$ cat config.mk
export PLATFORM = sky130hd
export DESIGN_NAME = ir_fetch_unit
export DESIGN_NICKNAME = d
export VERILOG_FILES = /design/src/rtl/mips_pkg.sv /design/src/rtl/ir_fields.sv /design/src/rtl/ir_fetch_unit.sv
export SDC_FILE = /design/constraint.sdc
export NUM_CORES = 1
export LEC_CHECK = 0
export CAP_MARGIN = 5
export CORE_MARGIN = 3
export CORE_UTILIZATION = 37
export CTS_CLUSTER_DIAMETER = 50
export CTS_CLUSTER_SIZE = 12
export DETAILED_ROUTE_END_ITERATION = 10
export PLACE_DENSITY = 0.87
export SYNTH_ARGS = -nofsm -noshare
export SYNTH_HDL_FRONTEND = slang
export SYNTH_HIERARCHICAL = 1
export SYNTH_SLANG_ARGS = --single-unit
export TNS_END_PERCENT = 50
$ cat constraint.sdc
create_clock -name clk -period 1.5 [get_ports clk]
set_input_delay 0.3 -clock clk [delete_from_list [all_inputs] [get_ports clk]]
set_output_delay 0.3 -clock clk [all_outputs]
set_load 0.02 [all_outputs]
$ cat src/rtl/mips_pkg.sv
// Shared MIPS definitions: instruction field positions, fetch FSM encoding and constants.
package mips_pkg;

  localparam int OPC_HI = 31;
  localparam int OPC_LO = 26;
  localparam int RS_HI  = 25;
  localparam int RS_LO  = 21;
  localparam int RT_HI  = 20;
  localparam int RT_LO  = 16;
  localparam int RD_HI  = 15;
  localparam int RD_LO  = 11;
  localparam int SH_HI  = 10;
  localparam int SH_LO  = 6;
  localparam int FN_HI  = 5;
  localparam int FN_LO  = 0;
  localparam int IMM_HI = 15;
  localparam int IMM_LO = 0;
  localparam int JA_HI  = 25;
  localparam int JA_LO  = 0;

  localparam logic IDLE = 1'b0;
  localparam logic WAIT = 1'b1;

  typedef enum logic {
    S_IDLE = IDLE,
    S_WAIT = WAIT
  } fetch_state_e;

  localparam logic [31:0] NOP_INSTR = 32'h0000_0000;

  function automatic logic is_word_aligned(input logic [31:0] addr);
    return (addr[1:0] == 2'b00);
  endfunction

endpackage

$ cat src/rtl/ir_fields.sv
// Combinational IR-to-field slicer, shared with the control decoder.
module ir_fields
  import mips_pkg::*;
(
  input  logic [31:0] ir,
  output logic [5:0]  opcode,
  output logic [4:0]  rs,
  output logic [4:0]  rt,
  output logic [4:0]  rd,
  output logic [4:0]  shamt,
  output logic [5:0]  funct,
  output logic [15:0] imm16,
  output logic [25:0] jaddr
);

  assign opcode = ir[OPC_HI:OPC_LO];
  assign rs     = ir[RS_HI:RS_LO];
  assign rt     = ir[RT_HI:RT_LO];
  assign rd     = ir[RD_HI:RD_LO];
  assign shamt  = ir[SH_HI:SH_LO];
  assign funct  = ir[FN_HI:FN_LO];
  assign imm16  = ir[IMM_HI:IMM_LO];
  assign jaddr  = ir[JA_HI:JA_LO];

endmodule

$ cat src/rtl/ir_fetch_unit.sv
// Multicycle MIPS fetch stage: issues a word fetch, waits for the memory handshake
// with a timeout, and holds the IR and MDR.
module ir_fetch_unit
  import mips_pkg::*;
#(
  parameter int unsigned  TIMEOUT_CYCLES = 16,
  parameter logic [31:0]  RESET_INSTR    = NOP_INSTR
) (
  input  logic        clk,
  input  logic        rst_n,
  input  logic        fetch_start,
  input  logic        flush,
  input  logic [31:0] pc_in,
  output logic        mem_req,
  output logic [31:0] mem_addr,
  input  logic [31:0] mem_rdata,
  input  logic        mem_ready,
  input  logic        mdr_load,
  output logic [31:0] mdr_out,
  output logic [5:0]  opcode,
  output logic [4:0]  rs,
  output logic [4:0]  rt,
  output logic [4:0]  rd,
  output logic [4:0]  shamt,
  output logic [5:0]  funct,
  output logic [15:0] imm16,
  output logic [25:0] jaddr,
  output logic        instr_valid,
  output logic        fetch_err,
  output logic        busy
);

  localparam int CNT_W = $clog2(TIMEOUT_CYCLES);
  localparam logic [CNT_W-1:0] CNT_LAST = CNT_W'(TIMEOUT_CYCLES - 1);

  fetch_state_e     state_q, state_d;
  logic [31:0]      ir_q, ir_d;
  logic [31:0]      mdr_q, mdr_d;
  logic [31:0]      addr_q, addr_d;
  logic [CNT_W-1:0] cnt_q, cnt_d;
  logic             valid_q, valid_d;
  logic             err_q, err_d;

  // Next-state logic; WAIT resolves flush before ready before timeout.
  always_comb begin
    state_d = state_q;
    ir_d    = ir_q;
    mdr_d   = mdr_q;
    addr_d  = addr_q;
    cnt_d   = cnt_q;
    valid_d = 1'b0;
    err_d   = 1'b0;
    case (state_q)
      S_IDLE: begin
        if (mdr_load) begin
          mdr_d = mem_rdata;
        end else begin
          mdr_d = mdr_q;
        end
        if (fetch_start) begin
          if (is_word_aligned(pc_in)) begin
            addr_d  = pc_in;
            cnt_d   = '0;
            state_d = S_WAIT;
          end else begin
            err_d   = 1'b1;
          end
        end else begin
          state_d = S_IDLE;
        end
      end
      S_WAIT: begin
        if (flush) begin
          state_d = S_IDLE;
        end else if (mem_ready) begin
          ir_d    = mem_rdata;
          valid_d = 1'b1;
          state_d = S_IDLE;
        end else if (cnt_q == CNT_LAST) begin
          err_d   = 1'b1;
          state_d = S_IDLE;
        end else begin
          cnt_d   = cnt_q + CNT_W'(1);
        end
      end
      default: begin
        state_d = S_IDLE;
      end
    endcase
  end

  // State, IR, MDR, address, timeout counter and pulse registers.
  always_ff @(posedge clk or negedge rst_n) begin
    if (!rst_n) begin
      state_q <= S_IDLE;
      ir_q    <= RESET_INSTR;
      mdr_q   <= 32'h0000_0000;
      addr_q  <= 32'h0000_0000;
      cnt_q   <= '0;
      valid_q <= 1'b0;
      err_q   <= 1'b0;
    end else begin
      state_q <= state_d;
      ir_q    <= ir_d;
      mdr_q   <= mdr_d;
      addr_q  <= addr_d;
      cnt_q   <= cnt_d;
      valid_q <= valid_d;
      err_q   <= err_d;
    end
  end

  assign mem_req     = (state_q == S_WAIT);
  assign busy        = (state_q == S_WAIT);
  assign mem_addr    = addr_q;
  assign mdr_out     = mdr_q;
  assign instr_valid = valid_q;
  assign fetch_err   = err_q;

  ir_fields u_fields (
    .ir     (ir_q),
    .opcode (opcode),
    .rs     (rs),
    .rt     (rt),
    .rd     (rd),
    .shamt  (shamt),
    .funct  (funct),
    .imm16  (imm16),
    .jaddr  (jaddr)
  );

endmodule

==> impl_metrics.prom, run 1 <==
# TYPE chip_impl_metric gauge
chip_impl_info{name="timing.critical_path.cells",value="clkdlybuf4s50_1 -> or4b_4 -> buf_4 -> and2_1"} 1
chip_impl_info{name="most-common-layout-cells",value="sky130_fd_sc_hd__dlygate4sd2_1 (140), sky130_fd_sc_hd__dfrtp_1 (102), sky130_fd_sc_hd__nand2_1 (96)"} 1
chip_impl_metric{name="report.final.hold_viol_count",unit=""} 0
chip_impl_metric{name="hold_slack_final",unit="ps"} 418
chip_impl_metric{name="timing.max_cap.violations",unit=""} 0
chip_impl_metric{name="place.detailed.hpwl",unit="um"} 8040
chip_impl_metric{name="dpl-instance-area",unit="mm2"} 0.00634
chip_impl_metric{name="final_cell_area",unit="mm2"} 0.00656
chip_impl_metric{name="routabilityCongestion",unit=""} 0.796
chip_impl_metric{name="path_max_fanout",unit=""} 9
chip_impl_metric{name="timing.reg2reg.worst_path_depth",unit=""} 3
chip_impl_metric{name="finalWorstSetupSlack",unit="ps"} 33.3
chip_impl_metric{name="ant_nets",unit=""} 0
chip_impl_metric{name="htreeDepth",unit=""} 3
chip_impl_metric{name="core_area",unit="mm2"} 0.0116
chip_impl_metric{name="ys.warnings.count",unit=""} 6
chip_impl_metric{name="synthCells",unit=""} 374
chip_impl_metric{name="drc_errors",unit=""} 0
chip_impl_info{name="tritoncts_clock_tree",value="yes"} 1
chip_impl_metric{name="first_pass_grt_wire_length",unit="um"} 15900
chip_impl_metric{name="place_worst_setup_slack",unit="ps"} -346
chip_impl_metric{name="syn2layout_area_growth",unit="%"} 46.7
chip_impl_metric{name="numClockSinks",unit=""} 103
chip_impl_metric{name="first_global_vias",unit=""} 3280
chip_impl_info{name="end_kind",value="flop"} 1
chip_impl_metric{name="numCtsBuffers",unit=""} 9
chip_impl_metric{name="grt_use_total",unit=""} 0.151
chip_impl_metric{name="finalSetupViolCount",unit=""} 0
chip_impl_metric{name="design.portCount",unit=""} 212
chip_impl_metric{name="detail_route.wl_per_cell",unit="um"} 15.4
chip_impl_metric{name="count_of_inserted_antenna_diode_cells",unit=""} 0
chip_impl_metric{name="syn_area_per_cell",unit="um2"} 12.0
chip_impl_info{name="cpMaxStageDelayCell",value="sky130_fd_sc_hd__or4b_4"} 1
chip_impl_metric{name="max_slew_violation_count",unit=""} 0
chip_impl_metric{name="worstSkewPairLatency",unit="ps"} 330
chip_impl_metric{name="slowest_delay",unit="ps"} 570
chip_impl_info{name="classification_of_the_worst_slack_hold_path",value="input pin to async pin"} 1
chip_impl_info{name="ctsRootBufferMaster",value="sky130_fd_sc_hd__clkbuf_16"} 1
chip_impl_info{name="final_common_cell",value="sky130_fd_sc_hd__dlygate4sd2_1"} 1
chip_impl_metric{name="critPathRequiredTime",unit="ps"} 1720
chip_impl_metric{name="antenna_found_initial",unit=""} 0
chip_impl_metric{name="via_per_inst",unit=""} 4.61
chip_impl_metric{name="maxSlewHeadroom",unit=""} 0.784
chip_impl_metric{name="number_of_synthesized_flops_with_an_enable_pin",unit=""} 0
chip_impl_info{name="worst_setup_path_start_kind",value="input pin"} 1
chip_impl_metric{name="instance_count_on_the_critical_path",unit=""} 4
chip_impl_metric{name="design.final.nets",unit=""} 600
chip_impl_info{name="rsz0062_at_grt",value="false"} 1
chip_impl_info{name="crit_family",value="simple AND/OR/NAND/NOR gates"} 1
chip_impl_metric{name="synth-seq-cells",unit=""} 103
chip_impl_metric{name="dieHeight",unit="um"} 116
chip_impl_metric{name="drt_iter0_markers",unit=""} 83
chip_impl_info{name="crit-reg2reg-launch",value="busy"} 1
chip_impl_metric{name="skew",unit="ps"} 6.47
chip_impl_metric{name="io_buffers",unit=""} 211
chip_impl_info{name="dominantRegCellSynth",value="sky130_fd_sc_hd__dfrtp_1"} 1
chip_impl_metric{name="r2r_slack",unit="ps"} 40
chip_impl_info{name="worst_setup_path_class",value="input pin to flop"} 1
chip_impl_metric{name="clk_transition_reported_paths",unit="ps"} 70
chip_impl_metric{name="maximum_number_of_pins_on_one_net_before_global_route_repair",unit=""} 43
chip_impl_info{name="run_status",value="finished clean"} 1
chip_impl_metric{name="power.leakage",unit="nW"} 3.32
chip_impl_info{name="r2r-end",value="mem_addr[0]"} 1
chip_impl_metric{name="die_w",unit="um"} 116
chip_impl_metric{name="critical_path_buf_inv_count",unit=""} 2
chip_impl_metric{name="arrival",unit="ps"} 1690
chip_impl_metric{name="initial_core_util",unit=""} 0.385
chip_impl_metric{name="yosys.cell_types.count",unit=""} 25
chip_impl_metric{name="syn_area",unit="mm2"} 0.00447
chip_impl_metric{name="power-per-cell-area",unit="mW/mm2"} 1430
chip_impl_metric{name="finish.utilization",unit=""} 0.565
chip_impl_metric{name="synthArstFlopShare",unit=""} 1.00
chip_impl_metric{name="clk_path_buf_depth",unit=""} 2
chip_impl_metric{name="peakVddDrop",unit="V"} 0.000656
chip_impl_metric{name="design_power_total",unit="mW"} 9.40
chip_impl_metric{name="share_of_the_yosys_chip_area_belonging_to_registers",unit=""} 0.577
chip_impl_metric{name="min_period",unit="ps"} 1470
chip_impl_metric{name="worst_slew_pin_slew",unit="ps"} 325
chip_impl_metric{name="drive_gt1_frac",unit=""} 0.197
chip_impl_metric{name="drtPass1Iterations",unit=""} 4
chip_impl_metric{name="finalWirelength",unit="um"} 10400
chip_impl_metric{name="fmaxAchievable",unit="MHz"} 682
chip_impl_metric{name="grt_overflow",unit=""} 0
chip_impl_metric{name="vias",unit=""} 3124
chip_impl_metric{name="design.die.area",unit="mm2"} 0.0134
chip_impl_metric{name="rows",unit=""} 39
chip_impl_metric{name="synthesized_netlist_net_count",unit=""} 445
chip_impl_metric{name="fin_crit_sh",unit=""} 0.978
[layer usage]
metal | global-route usage | vias up | wire (um)
li1 | - | 1447 | -
met3 | 0.0366 | 13 | 866
met5 | 0 | - | 0
met1 | 0.174 | 1517 | 4170
met2 | 0.272 | 147 | 5240
met4 | 0.0557 | 0 | 162
[final cells by class]
type	count	area (um2)
inverter	2	7.51
fill	971	5060
clock inverter	5	104
timing repair buffer	233	2180
clock buffer	11	253
sequential	103	2580
tap	143	179
multi-input combinational	180	1250
[timing repair]
item | 4_1_cts | 5_1_grt
endpoints found under the setup margin | 186 | 60
endpoints found under the hold margin | 20 | 0
setup buffers | 1 | 1
hold buffers | 1 | 0
gates resized for setup | 147 | 4
[where the power goes]
part           switching [mW]  internal (mW)  total, mW
Sequential              0.343           3.30       3.64
Clock                   0.957           1.72       2.68
Combinational            1.75           1.33       3.08
[how the worst max path moves through the flow]
stage | startpoint | endpoint | slack, ps
3_5_place_dp | pc_in[1] | mem_addr[7] | -350
4_1_cts | busy | ir_q[4] | -30
5_1_grt | busy | mem_addr[0] | 2
6_report | pc_in[1] | mem_addr[0] | 30
3_3_place_gp | pc_in[1] | mem_addr[28] | -300
2_1_floorplan | busy | mem_addr[10] | 0.9
[metrics by stage]
stage	std cells	setup TNS, ps
after floorplan	374	0
after global placement	658	-18620
after detailed placement	658	-20780
after CTS	676	-345
after global routing	677	0
final	677	0
[synth_stat cells, types with 2 or more instances]
cell type,count,area share
sky130_fd_sc_hd__inv_1,2,0.0017
sky130_fd_sc_hd__buf_2,7,0.0078
sky130_fd_sc_hd__buf_4,75,0.13
sky130_fd_sc_hd__nand3_1,2,0.0022
sky130_fd_sc_hd__mux2i_1,3,0.0067
sky130_fd_sc_hd__buf_6,3,0.0076
sky130_fd_sc_hd__mux2_1,2,0.0050
sky130_fd_sc_hd__nand2_1,96,0.081
sky130_fd_sc_hd__dfrtp_1,103,0.58
sky130_fd_sc_hd__clkbuf_1,4,0.0034
sky130_fd_sc_hd__mux2_2,62,0.16
sky130_fd_sc_hd__and2_1,2,0.0028
[worst register-to-register path: stages, from the launching register on]
cell                      delay [ps]
sky130_fd_sc_hd__dfrtp_2         440
sky130_fd_sc_hd__or4b_4          570
sky130_fd_sc_hd__buf_4           180
sky130_fd_sc_hd__and2_1          160
[kinds of logic after synthesis]
logic type                 share of synthesized area
AOI/OAI and AO/OA                            0.00224
DFF                                            0.577
xor gates and xnor gates                     0.00196
and+or+nand+nor                                0.102
buffers and inverters                          0.146
muxes                                          0.168
adders and majority gates                    0.00280
[sequential cells by signal, indices dropped and copies added, names as in the netlist]
name	count
ir_q	32
mdr_out	32
mem_addr	32
cnt_q	4
busy	1
fetch_err	1
instr_valid	1
(Power assumes the default switching activity.)
==> inputs of run 2 (changes only) <==
Settings changed: CORE_UTILIZATION 37 to 30, GPL_ROUTABILITY_DRIVEN set to 0, PLACE_DENSITY 0.87 to 0.74.
==> impl_metrics.prom, run 2 (synthesized netlist as in run 1, its figures left out) <==
# TYPE chip_impl_metric gauge
chip_impl_info{name="rsz0062_at_grt",value="true"} 1
chip_impl_metric{name="slowest_delay",unit="ps"} 560
chip_impl_metric{name="worst_slew_pin_slew",unit="ps"} 397
chip_impl_metric{name="routed-wl-met2",unit="um"} 5270
chip_impl_metric{name="grt_use_total",unit=""} 0.127
chip_impl_metric{name="clk_transition_reported_paths",unit="ps"} 70
chip_impl_metric{name="dpl-instance-area",unit="mm2"} 0.00636
chip_impl_metric{name="max_slew_violation_count",unit=""} 0
chip_impl_info{name="crit-reg2reg-launch",value="busy"} 1
chip_impl_metric{name="io_buffers",unit=""} 211
chip_impl_metric{name="fmaxAchievable",unit="MHz"} 686
chip_impl_metric{name="worstSkewPairLatency",unit="ps"} 340
chip_impl_metric{name="core_area",unit="mm2"} 0.0142
chip_impl_metric{name="min_period",unit="ps"} 1460
chip_impl_info{name="critPathLaunch",value="busy"} 1
chip_impl_metric{name="power.leakage",unit="nW"} 3.29
chip_impl_metric{name="drtPass1Iterations",unit=""} 4
chip_impl_info{name="ctsRootBufferMaster",value="sky130_fd_sc_hd__clkbuf_16"} 1
chip_impl_metric{name="place.detailed.hpwl",unit="um"} 7940
chip_impl_metric{name="finalSetupViolCount",unit=""} 0
chip_impl_metric{name="critPathRequiredTime",unit="ps"} 1710
chip_impl_metric{name="rows",unit=""} 43
chip_impl_info{name="worst_setup_path_class",value="flop to flop"} 1
chip_impl_metric{name="design.portCount",unit=""} 212
chip_impl_metric{name="power-per-cell-area",unit="mW/mm2"} 1370
chip_impl_metric{name="design.die.area",unit="mm2"} 0.0164
chip_impl_info{name="end_kind",value="flop"} 1
chip_impl_metric{name="drt_iter0_markers",unit=""} 83
chip_impl_metric{name="timing.reg2reg.worst_path_depth",unit=""} 4
chip_impl_metric{name="clk_path_buf_depth",unit=""} 2
chip_impl_metric{name="path_max_fanout",unit=""} 7
chip_impl_metric{name="instance_count_on_the_critical_path",unit=""} 4
chip_impl_metric{name="first_pass_grt_wire_length",unit="um"} 16300
chip_impl_metric{name="wl_met1",unit="um"} 4180
chip_impl_metric{name="via_per_inst",unit=""} 4.42
chip_impl_metric{name="first_global_vias",unit=""} 3133
chip_impl_metric{name="final_cell_area",unit="mm2"} 0.00653
chip_impl_info{name="run_status",value="finished clean"} 1
chip_impl_metric{name="report.final.hold_viol_count",unit=""} 0
chip_impl_info{name="worst_setup_path_start_kind",value="flop"} 1
chip_impl_metric{name="design.final.nets",unit=""} 599
chip_impl_metric{name="arrival",unit="ps"} 1670
chip_impl_metric{name="vias",unit=""} 3150
chip_impl_metric{name="design_power_total",unit="mW"} 8.96
chip_impl_metric{name="detail_route.wl_per_cell",unit="um"} 14.9
chip_impl_info{name="r2r-end",value="cnt_q[3]"} 1
chip_impl_metric{name="count_of_inserted_antenna_diode_cells",unit=""} 0
chip_impl_metric{name="peakVddDrop",unit="V"} 0.000513
chip_impl_metric{name="final.setup.tns",unit="ps"} 0
chip_impl_metric{name="routed-wl-met3",unit="um"} 1060
chip_impl_metric{name="r2r_slack",unit="ps"} 40
chip_impl_info{name="maxUsedRoutingLayer",value="met4"} 1
chip_impl_metric{name="maximum_number_of_pins_on_one_net_before_global_route_repair",unit=""} 34
chip_impl_info{name="final_common_cell",value="sky130_fd_sc_hd__dlygate4sd2_1"} 1
chip_impl_metric{name="numClockSinks",unit=""} 103
chip_impl_metric{name="maxSlewHeadroom",unit=""} 0.735
chip_impl_metric{name="skew",unit="ps"} 9.41
chip_impl_metric{name="finalWirelength",unit="um"} 10600
chip_impl_metric{name="dieHeight",unit="um"} 128
chip_impl_metric{name="numCtsBuffers",unit=""} 9
chip_impl_metric{name="fin_crit_sh",unit=""} 0.972
chip_impl_metric{name="htreeDepth",unit=""} 3
chip_impl_metric{name="grt_overflow",unit=""} 0
chip_impl_info{name="cpMaxStageDelayCell",value="sky130_fd_sc_hd__or4b_4"} 1
chip_impl_metric{name="initial_core_util",unit=""} 0.315
chip_impl_metric{name="n_fill_cell",unit=""} 1350
chip_impl_metric{name="die_w",unit="um"} 128
chip_impl_info{name="timing.critical_path.cells",value="or4b_4 -> buf_4 -> nand2_1 -> mux2i_1"} 1
chip_impl_info{name="crit_family",value="simple AND/OR/NAND/NOR gates"} 1
chip_impl_metric{name="drive_gt1_frac",unit=""} 0.193
chip_impl_metric{name="ant_nets",unit=""} 0
chip_impl_metric{name="antenna_found_initial",unit=""} 0
chip_impl_info{name="classification_of_the_worst_slack_hold_path",value="input pin to async pin"} 1
chip_impl_info{name="worstSetupEndpoint",value="cnt_q[3]"} 1
chip_impl_info{name="most-common-layout-cells",value="sky130_fd_sc_hd__dlygate4sd2_1 (141), sky130_fd_sc_hd__dfrtp_1 (102), sky130_fd_sc_hd__nand2_1 (96)"} 1
chip_impl_metric{name="critical_path_buf_inv_count",unit=""} 1
chip_impl_info{name="tritoncts_clock_tree",value="yes"} 1
chip_impl_metric{name="timing.max_cap.violations",unit=""} 0
chip_impl_metric{name="syn2layout_area_growth",unit="%"} 46.2
chip_impl_metric{name="drc_errors",unit=""} 0
==> run 2: worst min path at each step <==
stage	from	to	slack (ps)	depth (start not counted)
final	rst_n	ir_q[11]	430	2
after global routing	rst_n	ir_q[15]	440	2
after CTS	rst_n	ir_q[15]	430	2
after detailed placement	rst_n	ir_q[15]	260	1
after global placement	rst_n	mdr_out[13]	260	1
after floorplan	rst_n	busy	4	0
==> run 2: final cells by class <==
class	instances	area [um2]	area share
clock inverters	6	58.8	0.00900
repair buffers	232	2180	0.333
flip-flops and latches	103	2580	0.395
clock buffers	10	229	0.0350
inverters	2	7.51	0.00115
well taps	180	225	0.0345
multi-input cells	180	1260	0.193
==> run 2: repair_timing <==
item | 4_1_cts | 5_1_grt
endpoints found under the hold margin | 24 | 0
hold buffers | 1 | 0
gates cloned | 0 | 2
buffers inserted | 0 | 1
resized for setup | 147 | 2
endpoints found under the setup margin | 167 | 85
==> run 2: power by group <==
group          switching, mW  internal (mW)  leakage [nW]
Combinational           1.74           1.34          1.89
Clock                  0.957           1.29         0.146
Sequential             0.341           3.30          1.26
Total                   3.04           5.92          3.29
==> run 2: per-layer routing <==
layer | GRT usage | vias up
met3 | 0.0517 | 10
li1 | - | 1444
met1 | 0.150 | 1529
met2 | 0.211 | 167
met4 | 0.0393 | 0
met5 | 0 | -
==> run 2: stage by stage <==
step | hold slack [ps] | setup slack, ps | utilization | instances
CTS | 430 | -4.44 | 0.456 | 710
finish | 429 | 41.7 | 0.460 | 713
floorplan | 4.41 | 0.892 | - | 374
detailed placement | 259 | -296 | 0.448 | 693
global route | 442 | -14.8 | 0.460 | 713
global placement | 255 | -238 | 0.448 | 693
